$ cat config.mk
export PLATFORM = sky130hd
export DESIGN_NAME = imem_loader
export DESIGN_NICKNAME = d
export VERILOG_FILES = /design/src/rtl/imem_loader.sv
export SDC_FILE = /design/constraint.sdc
export NUM_CORES = 1
export LEC_CHECK = 0
export BUFFER_PORTS_ARGS = -buffer_cell sky130_fd_sc_hd__buf_4
export CAP_MARGIN = 20
export CORE_ASPECT_RATIO = 0.7
export CORE_MARGIN = 2
export CORE_UTILIZATION = 50
export CTS_CLUSTER_SIZE = 24
export DETAILED_ROUTE_END_ITERATION = 16
export PLACE_DENSITY = 0.75
export SYNTH_ARGS = -nofsm -noshare
export SYNTH_HDL_FRONTEND = slang
export SYNTH_SLANG_ARGS = --single-unit
$ cat constraint.sdc
create_clock -name clk -period 2.2 [get_ports clk]
set_clock_uncertainty 0.15 [all_clocks]
set_input_delay 0.22 -clock clk [delete_from_list [all_inputs] [get_ports clk]]
set_output_delay 0.22 -clock clk [all_outputs]
set_load 0.05 [all_outputs]
$ cat src/rtl/imem_loader.sv
// Boot loader: framed byte stream -> 32-bit instruction memory writes, CPU held in reset until a verified image.
// Latency: write strobe one cycle after a word's 4th byte; done/error one cycle after the closing byte.
// Backpressure: never stalls a byte; in_ready is high for the whole session (COUNT/DATA/CSUM), one byte per cycle max.
module imem_loader #(
   parameter int          DEPTH     = 64,
   parameter logic [31:0] BASE_ADDR = 32'h0000_0000
) (
   input  logic        clk,
   input  logic        rst,
   input  logic        start,
   input  logic        in_valid,
   input  logic [7:0]  in_data,
   output logic        in_ready,
   output logic        mem_we,
   output logic [31:0] mem_addr,
   output logic [31:0] mem_wdata,
   output logic        cpu_hold,
   output logic        busy,
   output logic        done,
   output logic        error
);

   // One extra bit so a word count of exactly DEPTH is representable.
   localparam int WW = $clog2(DEPTH) + 1;

   typedef enum logic [2:0] {
      IDLE  = 3'd0,
      COUNT = 3'd1,
      DATA  = 3'd2,
      CSUM  = 3'd3,
      DONE  = 3'd4,
      ERR   = 3'd5
   } state_t;

   state_t         state;
   state_t         state_nxt;

   logic [1:0]     byte_idx;
   logic [WW-1:0]  word_idx;
   logic [WW-1:0]  word_cnt;
   logic [7:0]     sum;
   logic [23:0]    lane_buf;

   logic           acc;
   logic           cnt_bad;
   logic           last_byte;
   logic           last_word;
   logic [7:0]     sum_fin;
   logic           sess_start;
   logic           sess_nxt;

   // Handshake and frame-position decodes used by both FSM and datapath.
   always_comb begin
      acc        = in_valid && in_ready;
      cnt_bad    = (in_data == 8'd0) || ({24'd0, in_data} > 32'(DEPTH));
      last_byte  = (byte_idx == 2'd3);
      last_word  = (word_idx == (word_cnt - WW'(1)));
      sum_fin    = sum + in_data;
      sess_start = start && ((state == IDLE) || (state == DONE) || (state == ERR));
   end

   // State register.
   always_ff @(posedge clk) begin
      if (rst) begin
         state <= IDLE;
      end else begin
         state <= state_nxt;
      end
   end

   // Next-state logic; start is only honoured outside an active session.
   always_comb begin
      state_nxt = state;
      case (state)
         IDLE:  if (start) state_nxt = COUNT;
         COUNT: if (acc)   state_nxt = cnt_bad ? ERR : DATA;
         DATA:  if (acc && last_byte && last_word) state_nxt = CSUM;
         CSUM:  if (acc)   state_nxt = (sum_fin == 8'd0) ? DONE : ERR;
         DONE:  if (start) state_nxt = COUNT;
         ERR:   if (start) state_nxt = COUNT;
         default:          state_nxt = IDLE;
      endcase
   end

   assign sess_nxt = (state_nxt == COUNT) || (state_nxt == DATA) || (state_nxt == CSUM);

   // Status outputs are registered from the next state so they line up with the state register.
   always_ff @(posedge clk) begin
      if (rst) begin
         in_ready <= 1'b0;
         busy     <= 1'b0;
         done     <= 1'b0;
         error    <= 1'b0;
         cpu_hold <= 1'b1;
      end else begin
         in_ready <= sess_nxt;
         busy     <= sess_nxt;
         done     <= (state_nxt == DONE);
         error    <= (state_nxt == ERR);
         cpu_hold <= (state_nxt != DONE);
      end
   end

   // Byte assembly, running checksum and memory write port.
   always_ff @(posedge clk) begin
      if (rst) begin
         byte_idx  <= 2'd0;
         word_idx  <= '0;
         word_cnt  <= '0;
         sum       <= 8'd0;
         lane_buf  <= 24'd0;
         mem_we    <= 1'b0;
         mem_addr  <= 32'd0;
         mem_wdata <= 32'd0;
      end else begin
         mem_we <= 1'b0;
         if (sess_start) begin
            byte_idx <= 2'd0;
            word_idx <= '0;
            sum      <= 8'd0;
         end
         if ((state == COUNT) && acc && !cnt_bad) begin
            word_cnt <= WW'(in_data);
         end
         if ((state == DATA) && acc) begin
            sum      <= sum_fin;
            byte_idx <= byte_idx + 2'd1;
            case (byte_idx)
               2'd0:    lane_buf[7:0]   <= in_data;
               2'd1:    lane_buf[15:8]  <= in_data;
               2'd2:    lane_buf[23:16] <= in_data;
               default: begin
                  mem_we    <= 1'b1;
                  mem_wdata <= {in_data, lane_buf};
                  mem_addr  <= BASE_ADDR + 32'({word_idx, 2'b00});
                  word_idx  <= word_idx + WW'(1);
               end
            endcase
         end
      end
   end

endmodule

==> run_summary.xml, run 1 <==
<?xml version="1.0" encoding="UTF-8"?>
<metrics>
  <group name="synth">
    <metric name="ys_seq_area_share" unit="%">43.4</metric>
    <metric name="postSynthAreaPerCell" unit="um^2">8.12</metric>
    <metric name="synth_cell_types" unit="">57</metric>
    <metric name="syn-cell-area" unit="um^2">4390</metric>
    <metric name="synth_cells" unit="">540</metric>
    <metric name="yosys_warnings" unit="">0</metric>
    <metric name="synth-adder-area-share" unit="%">4.45</metric>
    <metric name="synth_simple_gate_area_share" unit="%">24.2</metric>
    <metric name="area_share_of_xor_xnor_cells_in_the_synthesized_design" unit="%">3.54</metric>
    <metric name="synth_enable_flop_cells" unit="">0</metric>
    <metric name="synth-seq-cells" unit="">95</metric>
    <metric name="synth-main-ff-cell" unit="">dfxtp_1</metric>
    <metric name="postSynth.asyncResetShare" unit="%">0</metric>
    <metric name="fraction_of_the_mapped_netlist_area_in_compound_gates" unit="%">14.6</metric>
    <metric name="synth_top_family_by_area" unit="">simple AND/OR/NAND/NOR gates</metric>
    <metric name="post_synth_mux_area_share" unit="%">1.88</metric>
  </group>
  <group name="flow_run">
    <metric name="maxCapViolCount" unit="">0</metric>
  </group>
  <group name="worst_setup_path">
    <metric name="worstSetupPathType" unit="">flop to flop</metric>
    <metric name="worst_r2r_path_depth" unit="">8</metric>
    <metric name="cp_data_arrival_time" unit="ps">2320</metric>
    <metric name="timing.critical_path.required" unit="ps">2250</metric>
    <metric name="critPathSlowestCell" unit="">fa_2</metric>
    <metric name="worst_setup_path_endpoint" unit="">state[0]</metric>
    <metric name="end_kind" unit="">flop</metric>
    <metric name="reg2reg_setup_slack" unit="ps">-70</metric>
    <metric name="crit_fanout" unit="">4</metric>
    <metric name="critPathLaunch" unit="">sum[0]</metric>
    <metric name="reg2reg_from" unit="">sum[0]</metric>
    <metric name="crit_path_cell_trace" unit="">ha_4 -&gt; fa_2 -&gt; a21o_1 -&gt; a21oi_2 -&gt; xnor2_1 -&gt; or3_4 -&gt; nor4_4 -&gt; o31ai_1</metric>
    <metric name="cp_slowest_stage_delay" unit="ps">370</metric>
    <metric name="reg2reg_to" unit="">state[0]</metric>
    <metric name="critical_path.startpoint_type" unit="">flop</metric>
  </group>
  <group name="global_routing">
    <metric name="grt_overflow_total" unit="">0</metric>
    <metric name="grt_pass1_vias" unit="">3542</metric>
    <metric name="grt_antenna_before_repair" unit="">0</metric>
    <metric name="grt_start_max_net_pins" unit="">69</metric>
    <metric name="grt_pass1_wl" unit="um">16800</metric>
    <metric name="grtUsageTotal" unit="%">22.6</metric>
  </group>
  <group name="hold_path">
    <metric name="hold_class" unit="">input port to flop</metric>
    <metric name="hold_path_startpoint" unit="">in_data[7]</metric>
  </group>
  <group name="routing">
    <metric name="vias_per_cell" unit="">5.15</metric>
    <metric name="routedWlPerCell" unit="um">14.2</metric>
    <metric name="routed-via-count" unit="">3800</metric>
    <metric name="detail-route-antenna-nets" unit="">0</metric>
    <metric name="detailedRoute.firstPassIterationCount" unit="">5</metric>
    <metric name="wl" unit="um">10500</metric>
    <metric name="dr.first_iter.drc_count" unit="">240</metric>
    <metric name="drc" unit="">0</metric>
  </group>
  <group name="power_and_ir_drop">
    <metric name="power.switching" unit="uW">868</metric>
    <metric name="max-vdd-ir-drop" unit="mV">0.456</metric>
    <metric name="power_report.internal_total" unit="uW">2790</metric>
    <metric name="pwr-share-comb" unit="%">8.2</metric>
    <metric name="share_clk_of_total_power" unit="%">44.4</metric>
    <metric name="power_density" unit="nW/um^2">674</metric>
    <metric name="seq_power_share" unit="%">47.4</metric>
    <metric name="static_leakage" unit="uW">0.00209</metric>
    <metric name="switching_part_of_the_total_power" unit="%">23.7</metric>
    <metric name="power" unit="uW">3660</metric>
  </group>
  <group name="floorplan">
    <metric name="fp.dieH" unit="um">82.4</metric>
    <metric name="full_die_area" unit="um^2">9550</metric>
    <metric name="chip_width" unit="um">116</metric>
    <metric name="floorplan.io_pins" unit="">82</metric>
    <metric name="number_of_placement_rows" unit="">28</metric>
    <metric name="initial_core_util" unit="%">51.7</metric>
    <metric name="core_area" unit="um^2">8480</metric>
  </group>
  <group name="cts">
    <metric name="cts_tree" unit="">done</metric>
    <metric name="cts_hold_buffers" unit="">0</metric>
    <metric name="tritoncts_buffer_count" unit="">9</metric>
    <metric name="clk_latency" unit="ps">340</metric>
    <metric name="maximum_level_of_the_cts_h_tree" unit="">3</metric>
    <metric name="cts_root_buf" unit="">clkbuf_16</metric>
    <metric name="cts_sinks" unit="">95</metric>
    <metric name="clk_pin_slew" unit="ps">60</metric>
    <metric name="clockBufferDepth" unit="">2</metric>
  </group>
  <group name="finish">
    <metric name="post_route_cells_drive_above_1_share" unit="%">22.7</metric>
    <metric name="postLayoutCoreUtil" unit="%">64.0</metric>
    <metric name="synthToLayoutAreaGrowth" unit="%">23.7</metric>
    <metric name="number_of_diodes_added_for_antenna_fixing" unit="">0</metric>
    <metric name="mostFrequentLayoutCell" unit="">nand2_1</metric>
    <metric name="final_cell_count_no_fill" unit="">738</metric>
    <metric name="mostFrequentLayoutCells" unit="">nand2_1 (151), buf_4 (93), dfxtp_1 (89)</metric>
    <metric name="final_nets" unit="">641</metric>
  </group>
  <group name="timing">
    <metric name="final_min_period_over_clock_period" unit="%">103</metric>
    <metric name="shortest_clock_period_the_worst_path_allows_after_layout" unit="ps">2270</metric>
    <metric name="max_slew_margin" unit="%">53.5</metric>
    <metric name="drv_slew" unit="">0</metric>
    <metric name="rsz0062_at_grt" unit="">yes</metric>
    <metric name="holdWs" unit="ps">40.4</metric>
    <metric name="post-route-worst-setup-slack" unit="ps">-70.9</metric>
    <metric name="timing_worst_slew_pin_value" unit="ps">697</metric>
    <metric name="fmaxAchievable" unit="MHz">440</metric>
    <metric name="final-setup-viol-count" unit="">4</metric>
    <metric name="hold_viol_final" unit="">0</metric>
  </group>
  <group name="place">
    <metric name="dpl_worst_slack" unit="ps">-231</metric>
    <metric name="placed_cells" unit="">722</metric>
    <metric name="detailedPlacementHpwl" unit="um">7210</metric>
    <metric name="numPortBuffers" unit="">56</metric>
    <metric name="routabilityCongestion" unit="">0.850</metric>
  </group>
  <group name="status">
    <metric name="violations" unit="">setup timing</metric>
    <metric name="run_status" unit="">finished, violations left</metric>
  </group>
</metrics>
## how the worst min path moves through the flow
stage / end / slack, ps / cells after the start
after detailed placement: mem_wdata[17] / 290 / 2
after floorplan: lane_buf[0] / 210 / 2
final: lane_buf[7] / 40 / 3
after CTS: lane_buf[7] / 30 / 3
after global placement: mem_wdata[29] / 290 / 2
after global routing: lane_buf[23] / 50 / 3
## cells in the mapped netlist (6+ instances only)
master,count,share of area [%]
buf_4,26,4.4
mux2i_1,6,1.4
xnor2_1,9,1.8
and2_1,7,1.0
nor3_1,7,0.80
or3_1,6,0.86
clkbuf_1,25,2.1
ha_1,14,4.0
dfxtp_1,95,43
nor2_1,18,1.5
a21oi_1,82,9.4
nand2_1,151,13
nand3_1,16,1.8
nand2b_1,6,0.86
inv_1,7,0.60
xor2_1,6,1.2
## layer usage
layer,wire length (um),up-vias,track usage [%]
li1,-,1908,-
met1,4910,1794,30.0
met2,4860,86,36.9
met3,594,12,6.35
met4,127,0,5.83
met5,0,-,0
## power by group through the flow
stage | logic [uW] | registers [uW] | clock network (uW)
after floorplan | 228 | 1780 | 0
after global placement | 285 | 1770 | 0
final | 300 | 1730 | 1620
after detailed placement | 287 | 1770 | 0
after CTS | 294 | 1730 | 1650
after global routing | 320 | 1730 | 1720
## per-stage QoR
step	TNS, ps	cell area (um^2)
global route	-538	5430
floorplan	-44.1	4490
global placement	-729	5030
CTS	-152	5390
detailed placement	-1340	5030
finish	-222	5430
## final cells by class
| class | instances | area (um^2) |
|---|---|---|
| clock buffers | 9 | 225 |
| clock inverters | 6 | 86.3 |
| fillers | 778 | 3050 |
| inverters | 8 | 30.0 |
| multi-input cells | 406 | 2320 |
| flip-flops and latches | 95 | 1910 |
| well taps | 120 | 150 |
| repair buffers | 94 | 709 |
## repair_timing
action                                  4_1_cts  5_1_grt
pin swaps                                     3        6
endpoints found under the setup margin        4       11
setup buffers                                 0        1
gates cloned                                  0        0
gates resized for setup                      12        8
## logic make-up after synthesis
| logic type | after synthesis |
|---|---|
| AOI/OAI and AO/OA | 111 |
| xor gates and xnor gates | 16 |
| adders and majority gates | 15 |
| buffers and inverters | 63 |
| DFF | 95 |
| muxes | 8 |
| other | 1 |
| and+or+nand+nor | 231 |
## state kept, by name (all words and copies together), names as in the netlist
| register | flops |
|---|---|
| mem_addr | 7 |
| cpu_hold | 1 |
| done | 1 |
| word_idx | 7 |
| state | 3 |
| mem_wdata | 32 |
| mem_we | 1 |
| byte_idx | 2 |
| word_cnt | 7 |
| busy | 1 |
| lane_buf | 24 |
| error | 1 |
| sum | 8 |
## worst max-delay path, delay by kind of cell, from the launching register on
kind | cells | cell delay (ps)
fa+ha+maj | 2 | 530
compound gates | 3 | 430
simple gates | 2 | 590
xor+xnor | 1 | 100
flops | 1 | 330
No activity file was read; power rests on OpenSTA's default activity.
==> inputs of run 2 (changes only) <==
Settings changed: PLACE_DENSITY 0.75 to 0.76.
==> run 2 against run 1 <==
  * The flow still finishes with violations (setup timing)
  * Clock power decreased by 12%
  * Non-clock buffer count down 3
  * Core utilization shrank 0.58 points
  * Global-route usage up 1.3 points
  * Maximum frequency is 3.0% lower
  * Combinational power about the same
  * Hold slack worse by 8.9 ps
  * Count of clock-buffer cells in the layout up 2
  * Final cell count down 0.27%
==> run_summary.xml, run 2 (same netlist as run 1, synthesis figures left out) <==
<?xml version="1.0" encoding="UTF-8"?>
<metrics>
  <group name="worst_setup_path">
    <metric name="critical_path.startpoint_type" unit="">flop</metric>
    <metric name="critPathSlowestCell" unit="">or3_4</metric>
    <metric name="reg2reg_to" unit="">state[0]</metric>
    <metric name="crit_path_cell_trace" unit="">ha_4 -&gt; fa_2 -&gt; buf_4 -&gt; xnor2_4 -&gt; nand2_1 -&gt; or3_4 -&gt; nor4_4 -&gt; o31ai_1</metric>
    <metric name="worst_r2r_path_depth" unit="">8</metric>
    <metric name="cp_data_arrival_time" unit="ps">2400</metric>
    <metric name="end_kind" unit="">flop</metric>
    <metric name="cp_slowest_stage_delay" unit="ps">400</metric>
    <metric name="reg2reg_setup_slack" unit="ps">-140</metric>
    <metric name="timing.critical_path.required" unit="ps">2260</metric>
    <metric name="reg2reg_from" unit="">sum[0]</metric>
    <metric name="crit_fanout" unit="">4</metric>
    <metric name="worstSetupPathType" unit="">flop to flop</metric>
  </group>
  <group name="place">
    <metric name="routabilityCongestion" unit="">0.921</metric>
    <metric name="post_dp_cell_area" unit="um^2">4980</metric>
    <metric name="dpl_worst_slack" unit="ps">-283</metric>
    <metric name="detailedPlacementHpwl" unit="um">7520</metric>
    <metric name="numPortBuffers" unit="">56</metric>
  </group>
  <group name="timing">
    <metric name="rsz0062_at_grt" unit="">yes</metric>
    <metric name="final_min_period_over_clock_period" unit="%">106</metric>
    <metric name="timing_worst_slew_pin_value" unit="ps">684</metric>
    <metric name="shortest_clock_period_the_worst_path_allows_after_layout" unit="ps">2340</metric>
    <metric name="setup-tns-final" unit="ps">-497</metric>
    <metric name="final-setup-viol-count" unit="">4</metric>
    <metric name="post-route-worst-setup-slack" unit="ps">-141</metric>
    <metric name="drv_slew" unit="">0</metric>
    <metric name="fmaxAchievable" unit="MHz">427</metric>
    <metric name="max_slew_margin" unit="%">54.3</metric>
    <metric name="hold_viol_final" unit="">0</metric>
  </group>
  <group name="cts">
    <metric name="cts_sinks" unit="">95</metric>
    <metric name="clk_latency" unit="ps">340</metric>
    <metric name="cts_tree" unit="">done</metric>
    <metric name="clk_pin_slew" unit="ps">60</metric>
    <metric name="maximum_level_of_the_cts_h_tree" unit="">3</metric>
    <metric name="cts_root_buf" unit="">clkbuf_16</metric>
    <metric name="cts_hold_buffers" unit="">0</metric>
    <metric name="clockBufferDepth" unit="">2</metric>
    <metric name="tritoncts_buffer_count" unit="">9</metric>
  </group>
  <group name="floorplan">
    <metric name="chip_width" unit="um">116</metric>
    <metric name="initial_core_util" unit="%">51.7</metric>
    <metric name="floorplan.io_pins" unit="">82</metric>
    <metric name="full_die_area" unit="um^2">9550</metric>
    <metric name="core_area" unit="um^2">8480</metric>
    <metric name="fp.dieH" unit="um">82.4</metric>
    <metric name="number_of_placement_rows" unit="">28</metric>
  </group>
  <group name="routing">
    <metric name="met1Wirelength" unit="um">4760</metric>
    <metric name="wl" unit="um">11000</metric>
    <metric name="detail-route-antenna-nets" unit="">0</metric>
    <metric name="top_layer_used" unit="">met4</metric>
    <metric name="routedWlPerCell" unit="um">15.0</metric>
    <metric name="vias_per_cell" unit="">5.37</metric>
    <metric name="route.met3.wl" unit="um">692</metric>
    <metric name="routed-via-count" unit="">3955</metric>
    <metric name="detailedRoute.firstPassIterationCount" unit="">5</metric>
    <metric name="drc" unit="">0</metric>
    <metric name="dr.first_iter.drc_count" unit="">280</metric>
    <metric name="dr_wl_met2" unit="um">5150</metric>
  </group>
  <group name="global_routing">
    <metric name="grt_overflow_total" unit="">0</metric>
    <metric name="grt_start_max_net_pins" unit="">62</metric>
    <metric name="grt_antenna_before_repair" unit="">0</metric>
    <metric name="grtUsageTotal" unit="%">24.0</metric>
    <metric name="grt_pass1_wl" unit="um">17600</metric>
    <metric name="grt_pass1_vias" unit="">3742</metric>
  </group>
  <group name="power_and_ir_drop">
    <metric name="power" unit="uW">3450</metric>
    <metric name="power_density" unit="nW/um^2">642</metric>
    <metric name="static_leakage" unit="uW">0.00205</metric>
    <metric name="max-vdd-ir-drop" unit="mV">0.435</metric>
  </group>
  <group name="status">
    <metric name="violations" unit="">setup timing</metric>
    <metric name="run_status" unit="">finished, violations left</metric>
  </group>
  <group name="finish">
    <metric name="final_nets" unit="">638</metric>
    <metric name="postLayoutCoreUtil" unit="%">63.4</metric>
    <metric name="final.fill_count" unit="">747</metric>
    <metric name="reg.largest.list" unit="">mem_wdata: 32 flops, lane_buf: 24 flops, sum: 8 flops</metric>
    <metric name="post-route-cell-area" unit="um^2">5380</metric>
    <metric name="mostFrequentLayoutCells" unit="">nand2_1 (151), dfxtp_1 (90), buf_4 (90)</metric>
    <metric name="synthToLayoutAreaGrowth" unit="%">22.6</metric>
    <metric name="mostFrequentLayoutCell" unit="">nand2_1</metric>
    <metric name="largest_register" unit="">mem_wdata</metric>
    <metric name="number_of_diodes_added_for_antenna_fixing" unit="">0</metric>
    <metric name="post_route_cells_drive_above_1_share" unit="%">22.4</metric>
    <metric name="flip_flop_count_of_the_largest_register_all_copies_and_words_added" unit="">32</metric>
  </group>
  <group name="hold_path">
    <metric name="whs_path_depth" unit="">3</metric>
    <metric name="hold_class" unit="">input port to flop</metric>
    <metric name="hold_path_startpoint" unit="">in_data[2]</metric>
    <metric name="hold_end" unit="">lane_buf[18]</metric>
  </group>
  <group name="flow_run">
    <metric name="maxCapViolCount" unit="">0</metric>
  </group>
</metrics>
## run 2: cell count changes in the layout (fill, tap and decap cells not counted), sizes merged
cell | previous run | this run
clkbuf | 9 | 11
clkinv | 4 | 3
buf | 94 | 91
bufinv | 2 | 0
inv | 7 | 8
clkinvlp | 1 | 2
## run 2: critical path: cells and delay by family, from the launching register on
family,cells,cell delay [ps]
simple gates,3,740
fa+ha+maj,2,530
flops,1,340
xor+xnor,1,180
buf+inv,1,170
compound gates,1,100
## run 2: timing repair
action                                  4_1_cts  5_1_grt
pin swaps                                     3        5
endpoints found under the setup margin        8        8
resized for setup                            15       10
buffers inserted                              1        3
## run 2: worst max path at each step
| stage | start | to | slack, ps | depth (start not counted) |
|---|---|---|---|---|
| 6_report | sum[0] | state[0] | -140 | 8 |
| 5_1_grt | sum[0] | state[0] | -240 | 8 |
| 4_1_cts | sum[0] | state[0] | -70 | 8 |
| 3_5_place_dp | in_data[0] | cpu_hold | -280 | 8 |
| 3_3_place_gp | in_data[0] | cpu_hold | -150 | 9 |
| 2_1_floorplan | sum[0] | cpu_hold | -30 | 8 |
## run 2: area by class of cell
class                   instances  area (um^2)  area share, %
multi-input cells             406         2330           43.3
well taps                     120          150           2.79
clock buffers                  11          233           4.33
clock inverters                 5         33.8          0.628
inverters                       8         30.0          0.558
flip-flops and latches         95         1910           35.5
repair buffers                 91          696           12.9
## run 2: where the power goes
group | switching, uW | internal (uW)
logic | 225 | 72.2
clock network | 657 | 767
registers | 5.39 | 1730
total | 888 | 2560
## run 2: through the flow
step | cells | hold WS (ps)
5_1_grt | 736 | 35.7
3_3_place_gp | 716 | 293
2_1_floorplan | 564 | 206
3_5_place_dp | 716 | 298
6_report | 736 | 31.4
4_1_cts | 733 | 25.3
## run 2: per-layer routing
layer | track usage (%) | vias up
met2 | 39.5 | 136
met4 | 12.3 | 0
met1 | 29.7 | 1869
li1 | - | 1908
met3 | 5.69 | 42
met5 | 0 | -
==> inputs of run 3 (changes only) <==
Settings changed: RECOVER_POWER set to 25.
==> run 3 against run 2 <==
  * Sequential power barely moved
  * Clock power about the same
  * Critical path type unchanged
  * Power about the same
  * Highest routed layer unchanged
  * The run still ends with setup timing left
  * First-iteration DRC count decreased by 1.1%
  * Critical path depth unchanged
  * Count of clock-buffer cells in the layout unchanged
==> run_summary.xml, run 3 (same netlist as run 1, synthesis figures left out) <==
<?xml version="1.0" encoding="UTF-8"?>
<metrics>
  <group name="timing">
    <metric name="final-setup-viol-count" unit="">4</metric>
    <metric name="timing_worst_slew_pin_value" unit="ps">678</metric>
    <metric name="hold_viol_final" unit="">0</metric>
    <metric name="setup-tns-final" unit="ps">-555</metric>
    <metric name="post-route-worst-setup-slack" unit="ps">-170</metric>
    <metric name="rsz0062_at_grt" unit="">yes</metric>
    <metric name="final_min_period_over_clock_period" unit="%">108</metric>
    <metric name="max_slew_margin" unit="%">54.7</metric>
    <metric name="shortest_clock_period_the_worst_path_allows_after_layout" unit="ps">2370</metric>
    <metric name="fmaxAchievable" unit="MHz">422</metric>
    <metric name="drv_slew" unit="">0</metric>
  </group>
  <group name="floorplan">
    <metric name="initial_core_util" unit="%">51.7</metric>
    <metric name="core_area" unit="um^2">8480</metric>
    <metric name="fp.dieH" unit="um">82.4</metric>
    <metric name="full_die_area" unit="um^2">9550</metric>
    <metric name="floorplan.io_pins" unit="">82</metric>
    <metric name="chip_width" unit="um">116</metric>
    <metric name="number_of_placement_rows" unit="">28</metric>
  </group>
  <group name="finish">
    <metric name="synthToLayoutAreaGrowth" unit="%">19.8</metric>
    <metric name="number_of_diodes_added_for_antenna_fixing" unit="">0</metric>
    <metric name="flip_flop_count_of_the_largest_register_all_copies_and_words_added" unit="">32</metric>
    <metric name="final_cell_count_no_fill" unit="">736</metric>
    <metric name="mostFrequentLayoutCells" unit="">nand2_1 (151), dfxtp_1 (90), a21oi_1 (80)</metric>
    <metric name="post-route-cell-area" unit="um^2">5260</metric>
    <metric name="reg.largest.list" unit="">mem_wdata: 32 flops, lane_buf: 24 flops, sum: 8 flops</metric>
    <metric name="final_nets" unit="">638</metric>
    <metric name="largest_register" unit="">mem_wdata</metric>
    <metric name="mostFrequentLayoutCell" unit="">nand2_1</metric>
    <metric name="postLayoutCoreUtil" unit="%">62.0</metric>
    <metric name="post_route_cells_drive_above_1_share" unit="%">17.0</metric>
  </group>
  <group name="routing">
    <metric name="wl" unit="um">11100</metric>
    <metric name="routed-via-count" unit="">3958</metric>
    <metric name="drc" unit="">0</metric>
    <metric name="vias_per_cell" unit="">5.38</metric>
    <metric name="detail-route-antenna-nets" unit="">0</metric>
    <metric name="detailedRoute.firstPassIterationCount" unit="">5</metric>
    <metric name="routedWlPerCell" unit="um">15.1</metric>
    <metric name="dr.first_iter.drc_count" unit="">277</metric>
  </group>
  <group name="worst_setup_path">
    <metric name="crit_fanout" unit="">4</metric>
    <metric name="timing.critical_path.required" unit="ps">2250</metric>
    <metric name="end_kind" unit="">flop</metric>
    <metric name="cp_data_arrival_time" unit="ps">2420</metric>
    <metric name="worstSetupPathType" unit="">flop to flop</metric>
    <metric name="critical_path.startpoint_type" unit="">flop</metric>
  </group>
  <group name="cts">
    <metric name="maximum_level_of_the_cts_h_tree" unit="">3</metric>
    <metric name="clockBufferDepth" unit="">2</metric>
    <metric name="clk_pin_slew" unit="ps">60</metric>
    <metric name="cts_root_buf" unit="">clkbuf_16</metric>
    <metric name="clk_latency" unit="ps">340</metric>
    <metric name="cts_tree" unit="">done</metric>
    <metric name="cts_hold_buffers" unit="">0</metric>
    <metric name="cts_sinks" unit="">95</metric>
    <metric name="tritoncts_buffer_count" unit="">9</metric>
  </group>
  <group name="global_routing">
    <metric name="grt_start_max_net_pins" unit="">62</metric>
    <metric name="grt_pass1_vias" unit="">3742</metric>
    <metric name="grt_overflow_total" unit="">0</metric>
    <metric name="grt_pass1_wl" unit="um">17600</metric>
    <metric name="grt_antenna_before_repair" unit="">0</metric>
    <metric name="grtUsageTotal" unit="%">24.0</metric>
  </group>
  <group name="hold_path">
    <metric name="hold_class" unit="">input port to flop</metric>
  </group>
  <group name="place">
    <metric name="post_dp_cell_area" unit="um^2">4980</metric>
    <metric name="detailedPlacementHpwl" unit="um">7520</metric>
    <metric name="numPortBuffers" unit="">56</metric>
    <metric name="placed_cells" unit="">716</metric>
    <metric name="routabilityCongestion" unit="">0.921</metric>
  </group>
  <group name="power_and_ir_drop">
    <metric name="static_leakage" unit="uW">0.00191</metric>
    <metric name="max-vdd-ir-drop" unit="mV">0.438</metric>
    <metric name="power_density" unit="nW/um^2">657</metric>
  </group>
  <group name="status">
    <metric name="violations" unit="">setup timing</metric>
    <metric name="run_status" unit="">finished, violations left</metric>
  </group>
  <group name="flow_run">
    <metric name="maxCapViolCount" unit="">0</metric>
  </group>
</metrics>
run 3: cell types whose count changed in the layout (fill, tap and decap cells not counted), sizes merged:
cell / previous run / this run
buf: 91 / 58
clkbuf: 11 / 44
run 3: power breakdown:
group	switching (uW)	internal, uW
registers	5.35	1730
clock network	657	767
logic	225	71.6
run 3: cell type report:
cell class                 instances  area [um^2]
fill                             769         3220
sequential                        95         1910
timing repair buffer              91          572
clock buffer                      11          233
multi-input combinational        406         2330
tap                              120          150
clock inverter                     5         33.8
inverter                           8         30.0
run 3: repair_timing:
action / in CTS / in global routing
pin swaps: 3 / 5
endpoints found under the setup margin: 8 / 8
buffers inserted: 1 / 3
resized for setup: 15 / 10
run 3: worst paths after layout:
path | cells after the start | end | startpoint | slack, ps
hold / removal | 3 | lane_buf[18] | in_data[2] | 30
hold reg to reg | 2 | mem_wdata[13] | mem_wdata[13] | 300
setup / recovery | 8 | state[0] | sum[0] | -170
setup reg to reg | 8 | state[0] | sum[0] | -170
run 3: metrics by stage:
| stage | hold WS (ps) | setup slack (ps) | total power, uW |
|---|---|---|---|
| 2_1_floorplan | 206 | -27.4 | 2000 |
| 3_3_place_gp | 293 | -149 | 2050 |
| 3_5_place_dp | 298 | -283 | 2050 |
| 4_1_cts | 25.3 | -74.2 | 3470 |
| 5_1_grt | 35.7 | -237 | 3560 |
| 6_report | 30.4 | -170 | 3450 |
run 3: routing by layer:
metal	global-route usage (%)	vias up	wire length (um)
li1	-	1912	-
met4	12.3	0	427
met2	39.5	146	5140
met3	5.69	41	729
met5	0	-	0
met1	29.7	1859	4790
run 3: critical path, stage by stage, from the launching register on:
cell	delay (ps)
dfxtp_2	340
ha_4	160
fa_2	370
buf_4	170
xnor2_4	180
nand2_1	90
or3_4	400
nor4_4	250
o31ai_1	120
